<file path="src/rtl/ltpi_pkg.sv">
// Shared SMBus relay definitions for the LTPI link: event codes, relay FSM
// states and the event classification helpers used by every channel.
package ltpi_pkg;

    typedef enum logic [3:0] {
        EV_IDLE          = 4'd0,
        EV_START         = 4'd1,
        EV_START_RCV     = 4'd2,
        EV_DATA_0        = 4'd3,
        EV_DATA_1        = 4'd4,
        EV_BIT_RCV       = 4'd5,
        EV_STOP          = 4'd6,
        EV_STOP_RCV      = 4'd7,
        EV_START_ECHO    = 4'd8,
        EV_DATA_0_ECHO   = 4'd9,
        EV_DATA_1_ECHO   = 4'd10,
        EV_DATA_RCV_ECHO = 4'd11,
        EV_STOP_ECHO     = 4'd12
    } smbus_event_t;

    typedef enum logic [1:0] {
        ST_IDLE      = 2'd0,
        ST_SEND      = 2'd1,
        ST_WAIT_ECHO = 2'd2
    } echo_state_t;

    // Non-echo codes: delivered locally on change and answered with an echo.
    function automatic logic is_base_evt(input smbus_event_t e);
        return (e == EV_START) || (e == EV_DATA_0) || (e == EV_DATA_1) ||
               (e == EV_BIT_RCV) || (e == EV_STOP) || (e == EV_STOP_RCV) ||
               (e == EV_IDLE);
    endfunction

    function automatic logic is_data_evt(input smbus_event_t e);
        return (e == EV_DATA_0) || (e == EV_DATA_1) || (e == EV_BIT_RCV);
    endfunction

    function automatic logic is_repeated_evt(input smbus_event_t e);
        return is_data_evt(e) || (e == EV_DATA_0_ECHO) ||
               (e == EV_DATA_1_ECHO) || (e == EV_DATA_RCV_ECHO);
    endfunction

    // stop_rcv and idle have no dedicated echo and answer with idle.
    function automatic smbus_event_t echo_of(input smbus_event_t e);
        case (e)
            EV_START:   return EV_START_ECHO;
            EV_DATA_0:  return EV_DATA_0_ECHO;
            EV_DATA_1:  return EV_DATA_1_ECHO;
            EV_BIT_RCV: return EV_DATA_RCV_ECHO;
            EV_STOP:    return EV_STOP_ECHO;
            default:    return EV_IDLE;
        endcase
    endfunction

endpackage

</file>
<file path="src/rtl/smbus_echo_ch.sv">
// One SMBus relay channel: receive delivery, echo generation, local event
// queue and the send / wait-for-echo / retry state machine.
module smbus_echo_ch
    import ltpi_pkg::*;
#(
    parameter int FIFO_DEPTH  = 4,
    parameter int DATA_REPEAT = 3,
    parameter int MAX_RETRY   = 2,
    parameter int CNT_W       = 12
) (
    input  logic             clk,
    input  logic             reset,
    input  logic [CNT_W-1:0] frame_ticks,
    input  logic             echo_en,
    input  logic [3:0]       rx_event,
    input  logic [3:0]       tx_event_req,
    input  logic             clear_status,
    output logic [3:0]       tx_event,
    output logic [3:0]       rx_event_local,
    output logic             fifo_overflow,
    output logic             echo_timeout
);
    localparam int PTR_W = $clog2(FIFO_DEPTH);
    localparam int FCW   = PTR_W + 1;
    localparam int HW    = CNT_W + 2;
    localparam int RW    = $clog2(MAX_RETRY + 2);

    smbus_event_t rx_in, req_in, rx_q, req_q, rx_local_q;
    smbus_event_t echo_q, fifo_head;
    logic         echo_valid_q;
    smbus_event_t fifo_mem [FIFO_DEPTH];
    logic [PTR_W-1:0] wr_ptr_q, rd_ptr_q;
    logic [FCW-1:0]   fifo_cnt_q;

    echo_state_t  state_q, state_d;
    smbus_event_t tx_q, tx_d;
    logic [HW-1:0] cnt_q, cnt_d;
    logic [RW-1:0] retry_q, retry_d;
    logic          seen_q, seen_d;
    logic          ovf_q, tmo_q;

    logic rx_change, echo_wr, push, fifo_full, push_ok;
    logic echo_pop, fifo_pop, timeout_set, overflow_set, needs_echo;
    logic [HW-1:0] ft_eff, reps, hold_ticks, wait_ticks;

    assign rx_in     = smbus_event_t'(rx_event);
    assign req_in    = smbus_event_t'(tx_event_req);
    assign rx_change = (rx_in != rx_q);
    assign echo_wr   = echo_en && rx_change && is_base_evt(rx_in);
    assign push      = (req_q == EV_IDLE) && (req_in != EV_IDLE);
    assign fifo_full = (fifo_cnt_q == FCW'(FIFO_DEPTH));
    assign push_ok   = push && (!fifo_full || fifo_pop);
    assign fifo_head = fifo_mem[rd_ptr_q];

    assign overflow_set = (echo_wr && echo_valid_q && !echo_pop) ||
                          (push && !push_ok);

    // Both products fit in CNT_W+2 bits, so the hold times never wrap.
    assign ft_eff     = (frame_ticks == '0) ? HW'(1) : {2'b00, frame_ticks};
    assign reps       = is_repeated_evt(tx_q) ? HW'(DATA_REPEAT) : HW'(1);
    assign hold_ticks = reps * ft_eff;
    assign wait_ticks = ft_eff << 2;
    assign needs_echo = echo_en && is_data_evt(tx_q);

    always_comb begin
        state_d     = state_q;
        tx_d        = tx_q;
        cnt_d       = cnt_q;
        retry_d     = retry_q;
        seen_d      = seen_q || ((state_q != ST_IDLE) && needs_echo &&
                                 (rx_in == echo_of(tx_q)));
        echo_pop    = 1'b0;
        fifo_pop    = 1'b0;
        timeout_set = 1'b0;
        case (state_q)
            ST_IDLE: begin
                tx_d    = EV_IDLE;
                cnt_d   = '0;
                retry_d = '0;
                seen_d  = 1'b0;
                if (echo_valid_q) begin
                    tx_d     = echo_q;
                    echo_pop = 1'b1;
                    state_d  = ST_SEND;
                end else if (fifo_cnt_q != '0) begin
                    tx_d     = fifo_head;
                    fifo_pop = 1'b1;
                    state_d  = ST_SEND;
                end
            end
            ST_SEND: begin
                if (cnt_q == hold_ticks - HW'(1)) begin
                    cnt_d = '0;
                    if (!needs_echo || seen_d) begin
                        state_d = ST_IDLE;
                        tx_d    = EV_IDLE;
                    end else begin
                        state_d = ST_WAIT_ECHO;
                    end
                end else begin
                    cnt_d = cnt_q + HW'(1);
                end
            end
            ST_WAIT_ECHO: begin
                if (!echo_en || seen_d) begin
                    state_d = ST_IDLE;
                    tx_d    = EV_IDLE;
                end else if (cnt_q == wait_ticks - HW'(1)) begin
                    cnt_d = '0;
                    if (retry_q < RW'(MAX_RETRY)) begin
                        retry_d = retry_q + RW'(1);
                        state_d = ST_SEND;
                    end else begin
                        timeout_set = 1'b1;
                        state_d     = ST_IDLE;
                        tx_d        = EV_IDLE;
                    end
                end else begin
                    cnt_d = cnt_q + HW'(1);
                end
            end
            default: begin
                state_d = ST_IDLE;
                tx_d    = EV_IDLE;
            end
        endcase
    end

    always_ff @(posedge clk) begin
        if (reset) begin
            rx_q         <= EV_IDLE;
            req_q        <= EV_IDLE;
            rx_local_q   <= EV_IDLE;
            echo_q       <= EV_IDLE;
            echo_valid_q <= 1'b0;
            wr_ptr_q     <= '0;
            rd_ptr_q     <= '0;
            fifo_cnt_q   <= '0;
            state_q      <= ST_IDLE;
            tx_q         <= EV_IDLE;
            cnt_q        <= '0;
            retry_q      <= '0;
            seen_q       <= 1'b0;
            ovf_q        <= 1'b0;
            tmo_q        <= 1'b0;
        end else begin
            rx_q       <= rx_in;
            req_q      <= req_in;
            rx_local_q <= (rx_change && is_base_evt(rx_in)) ? rx_in : EV_IDLE;
            // A same-cycle write wins over the pop, so both are honoured.
            if (echo_wr) begin
                echo_q       <= echo_of(rx_in);
                echo_valid_q <= 1'b1;
            end else if (echo_pop) begin
                echo_valid_q <= 1'b0;
            end
            if (push_ok)  wr_ptr_q <= wr_ptr_q + PTR_W'(1);
            if (fifo_pop) rd_ptr_q <= rd_ptr_q + PTR_W'(1);
            fifo_cnt_q <= fifo_cnt_q + FCW'(push_ok) - FCW'(fifo_pop);
            state_q    <= state_d;
            tx_q       <= tx_d;
            cnt_q      <= cnt_d;
            retry_q    <= retry_d;
            seen_q     <= seen_d;
            if (clear_status)      ovf_q <= 1'b0;
            else if (overflow_set) ovf_q <= 1'b1;
            if (clear_status)      tmo_q <= 1'b0;
            else if (timeout_set)  tmo_q <= 1'b1;
        end
    end

    always_ff @(posedge clk) begin
        if (push_ok) fifo_mem[wr_ptr_q] <= req_in;
    end

    assign tx_event       = tx_q;
    assign rx_event_local = rx_local_q;
    assign fifo_overflow  = ovf_q;
    assign echo_timeout   = tmo_q;

endmodule

</file>
<file path="src/rtl/smbus_echo_mc.sv">
// Multi-channel SMBus echo relay: NUM_CH independent channels sharing only
// the frame length and the status-clear pulse.
module smbus_echo_mc
    import ltpi_pkg::*;
#(
    parameter int NUM_CH      = 4,
    parameter int FIFO_DEPTH  = 4,
    parameter int DATA_REPEAT = 3,
    parameter int MAX_RETRY   = 2,
    parameter int CNT_W       = 12
) (
    input  logic                   clk,
    input  logic                   reset,
    input  logic [CNT_W-1:0]       frame_ticks,
    input  logic [NUM_CH-1:0]      echo_en,
    input  logic [NUM_CH-1:0][3:0] rx_event,
    input  logic [NUM_CH-1:0][3:0] tx_event_req,
    input  logic                   clear_status,
    output logic [NUM_CH-1:0][3:0] tx_event,
    output logic [NUM_CH-1:0][3:0] rx_event_local,
    output logic [NUM_CH-1:0]      fifo_overflow,
    output logic [NUM_CH-1:0]      echo_timeout
);
    for (genvar gi = 0; gi < NUM_CH; gi++) begin : g_ch
        smbus_echo_ch #(
            .FIFO_DEPTH  (FIFO_DEPTH),
            .DATA_REPEAT (DATA_REPEAT),
            .MAX_RETRY   (MAX_RETRY),
            .CNT_W       (CNT_W)
        ) u_ch (
            .clk            (clk),
            .reset          (reset),
            .frame_ticks    (frame_ticks),
            .echo_en        (echo_en[gi]),
            .rx_event       (rx_event[gi]),
            .tx_event_req   (tx_event_req[gi]),
            .clear_status   (clear_status),
            .tx_event       (tx_event[gi]),
            .rx_event_local (rx_event_local[gi]),
            .fifo_overflow  (fifo_overflow[gi]),
            .echo_timeout   (echo_timeout[gi])
        );
    end

endmodule

</file>
<file path="config.mk">
export PLATFORM = sky130hd
export DESIGN_NAME = smbus_echo_mc
export DESIGN_NICKNAME = d
export VERILOG_FILES = /design/src/rtl/ltpi_pkg.sv /design/src/rtl/smbus_echo_ch.sv /design/src/rtl/smbus_echo_mc.sv
export SDC_FILE = /design/constraint.sdc
export NUM_CORES = 1
export LEC_CHECK = 0
export ABC_AREA = 1
export CAP_MARGIN = 10
export CORE_MARGIN = 1.5
export CORE_UTILIZATION = 40
export CTS_BUF_LIST = sky130_fd_sc_hd__clkbuf_2 sky130_fd_sc_hd__clkbuf_4 sky130_fd_sc_hd__clkbuf_8
export DETAILED_ROUTE_END_ITERATION = 6
export GPL_ROUTABILITY_DRIVEN = 1
export PLACE_DENSITY = 0.66
export SLEW_MARGIN = 20
export SYNTH_ARGS = -nofsm -noshare
export SYNTH_HDL_FRONTEND = slang
export SYNTH_SLANG_ARGS = --single-unit
export TNS_END_PERCENT = 50
</file>
<file path="constraint.sdc">
create_clock -name clk -period 10.1 [get_ports clk]
set_input_delay 2.02 -clock clk [delete_from_list [all_inputs] [get_ports clk]]
set_output_delay 2.02 -clock clk [all_outputs]
set_load 0.05 [all_outputs]
</file>
==> impl_metrics.yaml <==
status:
  outcome: "complete, no violations"
synth:
  synth.avg_cell_area_um2: 6.90
  synth-seq-cells: 268
  syn_inst: 2678
  synth_flop_cell: "dfxtp_1"
  seq_area_frac_synth_pct: 32.5
  ys_warn_count: 0
  ys_types: 52
  ys_async_sr_fraction_pct: 0
  synth_edf_count: 64
  mappedNetlistArea_mm2: 0.0185
routing:
  first_pass_iters: 6
  antenna_left: 0
  drtIter0Drc: 1233
  drcViolationCount: 0
  routed_wl_mm: 49.6
  vias: 17173
  wl_per_cell_um: 14.7
  viasPerCell: 5.08
timing:
  worstMarginPinSlew_ns: 0.908
  rsz0062_at_grt: "no"
  fmax_mhz: 169
  finalHoldViolations: 0
  skew_ns: 0.0355
  worst_hold_slack_ns: 0.455
  min_period_ns: 5.93
  final-setup-viol-count: 0
  drv_slew: 0
  setup_tns_ns: 0
  fin_crit_sh_pct: 58.8
  max-slew-margin-rel_pct: 39.4
  fin_ws_ns: 4.17
clock_network:
  clkTransAtPathRegs_ns: 0.06
  ctsHoldBuffers: 0
  cts_buffer_depth: 3
  cts_max_level: 2
  cts_setup_buffers: 0
  cts_tree: "done"
  cts_buffers: 46
  ctsResizeCount: 0
  clk_latency_ns: 0.59
  clock_tree.root_cell: "clkbuf_8"
  cts.sinks: 268
power:
  p_leak_uw: 0.00948
  max-vdd-ir-drop_v: 0.000121
  pwr_density_cell_mw_per_mm2: 266
placed_design:
  preCtsSetupSlack_ns: 3.63
  place_congestion: 1.03
  numPortBuffers: 90
  hpwl_mm: 37.9
floorplan:
  die_y_um: 218
  pin_count: 91
  chipWidth_um: 218
  die_area_mm2: 0.0475
  core_area_mm2: 0.0455
  initial_utilization_pct: 40.6
  row_count: 78
cells_and_area:
  nets: 2938
  area_growth_pct: 12.5
  post-route-util_pct: 45.7
  drive_above_1_share_pct: 5.29
  final_cell_mix: "622 x nand2_1, 435 x inv_1, 277 x nor2_1"
  final_common_cell: "nand2_1"
  n_antenna_cell: 0
critical_path:
  arrival_ns: 6.37
  crit_path_start_kind: "input port"
  required_ns: 10.53
  startpoint: "frame_ticks[8]"
  r2r_slack_ns: 5.96
  worstReg2RegStart: "g_ch[0].u_ch.tx_event[1]"
  critPathMaxFanout: 18
  reg2reg_to: "g_ch[0].u_ch.cnt_q[6]"
  r2r_cells: 24
  path_class: "in -> reg"
  end_kind: "flip-flop"
  endpoint: "g_ch[0].u_ch.cnt_q[6]"
grt:
  grt_pass1_vias: 16354
  grt_pass1_wl_mm: 81.0
  antenna_found_initial: 0
  grtUsageTotal_pct: 20.9
  grt-ovfl-total: 0
  grt_max_degree: 80
worst_hold_path:
  hold_path_depth: 2
  worstHoldPathType: "reg -> reg"
run:
  cap_viol_max_count: 0
-- power by group --
group / leakage [uW] / switching [uW] / total, uW / internal (uW)
Combinational: 0.00666 / 1980 / 3040 / 1050
Sequential: 0.00225 / 137 / 1380 / 1240
Clock: 0.000563 / 460 / 1120 / 661
-- routing by layer --
layer	GRT usage [%]	part of all wire (%)	routed length (um)	up-vias
met5	0	0	0	-
met3	2.79	5.8	2870	85
met1	27.6	46	22900	7926
li1	-	-	-	8702
met4	6.28	2.4	1190	0
met2	35.1	46	22700	460
-- worst min path at each step --
stage | startpoint | to | slack (ns)
detailed placement | g_ch[2].u_ch.echo_q[2] | g_ch[2].u_ch.echo_q[2] | 0.45
floorplan | g_ch[1].u_ch.echo_q[2] | g_ch[1].u_ch.echo_q[2] | 0.42
global placement | g_ch[2].u_ch.echo_q[2] | g_ch[2].u_ch.echo_q[2] | 0.44
global route | g_ch[2].u_ch.echo_q[2] | g_ch[2].u_ch.echo_q[2] | 0.48
finish | g_ch[1].u_ch.echo_q[2] | g_ch[1].u_ch.echo_q[2] | 0.46
CTS | g_ch[1].u_ch.echo_q[2] | g_ch[1].u_ch.echo_q[2] | 0.46
-- flip-flops by register name, summed over array words and instances, names as in the netlist, 8 cells and up, named ones only --
name / cells
g_ch.u_ch.fifo_mem: 64
g_ch.u_ch.cnt_q: 56
g_ch.u_ch.echo_q: 16
g_ch.u_ch.req_q: 16
g_ch.u_ch.rx_event_local: 16
g_ch.u_ch.rx_q: 16
g_ch.u_ch.tx_event: 16
g_ch.u_ch.fifo_cnt_q: 12
g_ch.u_ch.rd_ptr_q: 8
g_ch.u_ch.retry_q: 8
g_ch.u_ch.state_q: 8
g_ch.u_ch.wr_ptr_q: 8
-- synth_stat cells (all sizes together) (3+ instances only) --
cell,instances,area share [%]
a211oi,11,0.45
o211ai,3,0.12
edfxtp,64,10
dfxtp,204,22
a21o,6,0.24
xor2,83,4.0
a31oi,15,0.51
inv,443,9.0
a21oi,161,4.5
o2111ai,3,0.14
ha,137,9.3
buf,37,1.5
nor2,285,6.2
clkbuf,43,0.88
clkinv,4,0.081
nor4,10,0.34
o21bai,3,0.12
fa,8,0.87
nand3b,13,0.53
o21ba,3,0.16
or2,10,0.34
nand3,234,6.4
nor3,42,1.1
o21ai,90,2.4
o22ai,21,0.71
xnor2,43,2.0
nand4,47,1.6
nand2,643,13
-- critical path, cell delays in order --
cell	delay (ns)
clkdlybuf4s50_1	0.61
inv_2	0.25
nand2_1	0.11
nor2_2	0.16
nand2_4	0.12
nand2_4	0.27
nand2_1	0.10
ha_1	0.29
inv_1	0.06
ha_1	0.15
inv_1	0.05
fa_1	0.40
inv_1	0.09
nand3_1	0.07
nand3_1	0.14
inv_1	0.09
or2_2	0.28
a21oi_1	0.13
nand3b_1	0.09
nor2_1	0.10
nand3_1	0.15
nand2_2	0.22
nand2_2	0.21
nand3_1	0.13
a21oi_1	0.07
-- cell type report --
type / instances / area, um2
fill: 4679 / 24700
clock inverter: 13 / 185
multi-input combinational: 1886 / 10400
timing repair buffer: 93 / 921
tap: 600 / 751
sequential: 268 / 6010
clock buffer: 71 / 877
inverter: 447 / 1680
-- metrics by stage --
step | cells | instance area, um2 | total power (uW)
global placement | 3294 | 19700 | 4350
detailed placement | 3294 | 19700 | 4400
global route | 3378 | 20800 | 6060
CTS | 3378 | 20800 | 5560
finish | 3378 | 20800 | 5530
floorplan | 2681 | 18500 | 3720
-- cell families (layout without fill, tap and decap cells) --
| family | count (synthesis) | after routing | share of synthesized area, % |
|---|---|---|---|
| AO/OA/AOI/OAI | 322 | 322 | 9.62 |
| flip-flops | 268 | 268 | 32.5 |
| AND/OR/NAND/NOR | 1289 | 1289 | 30.2 |
| buffers and inverters | 527 | 624 | 11.5 |
| other | 1 | 4 | 0.0203 |
| XOR/XNOR | 126 | 126 | 6.05 |
| adder cells (fa/ha/maj) | 145 | 145 | 10.1 |
(Power assumes the default switching activity.)
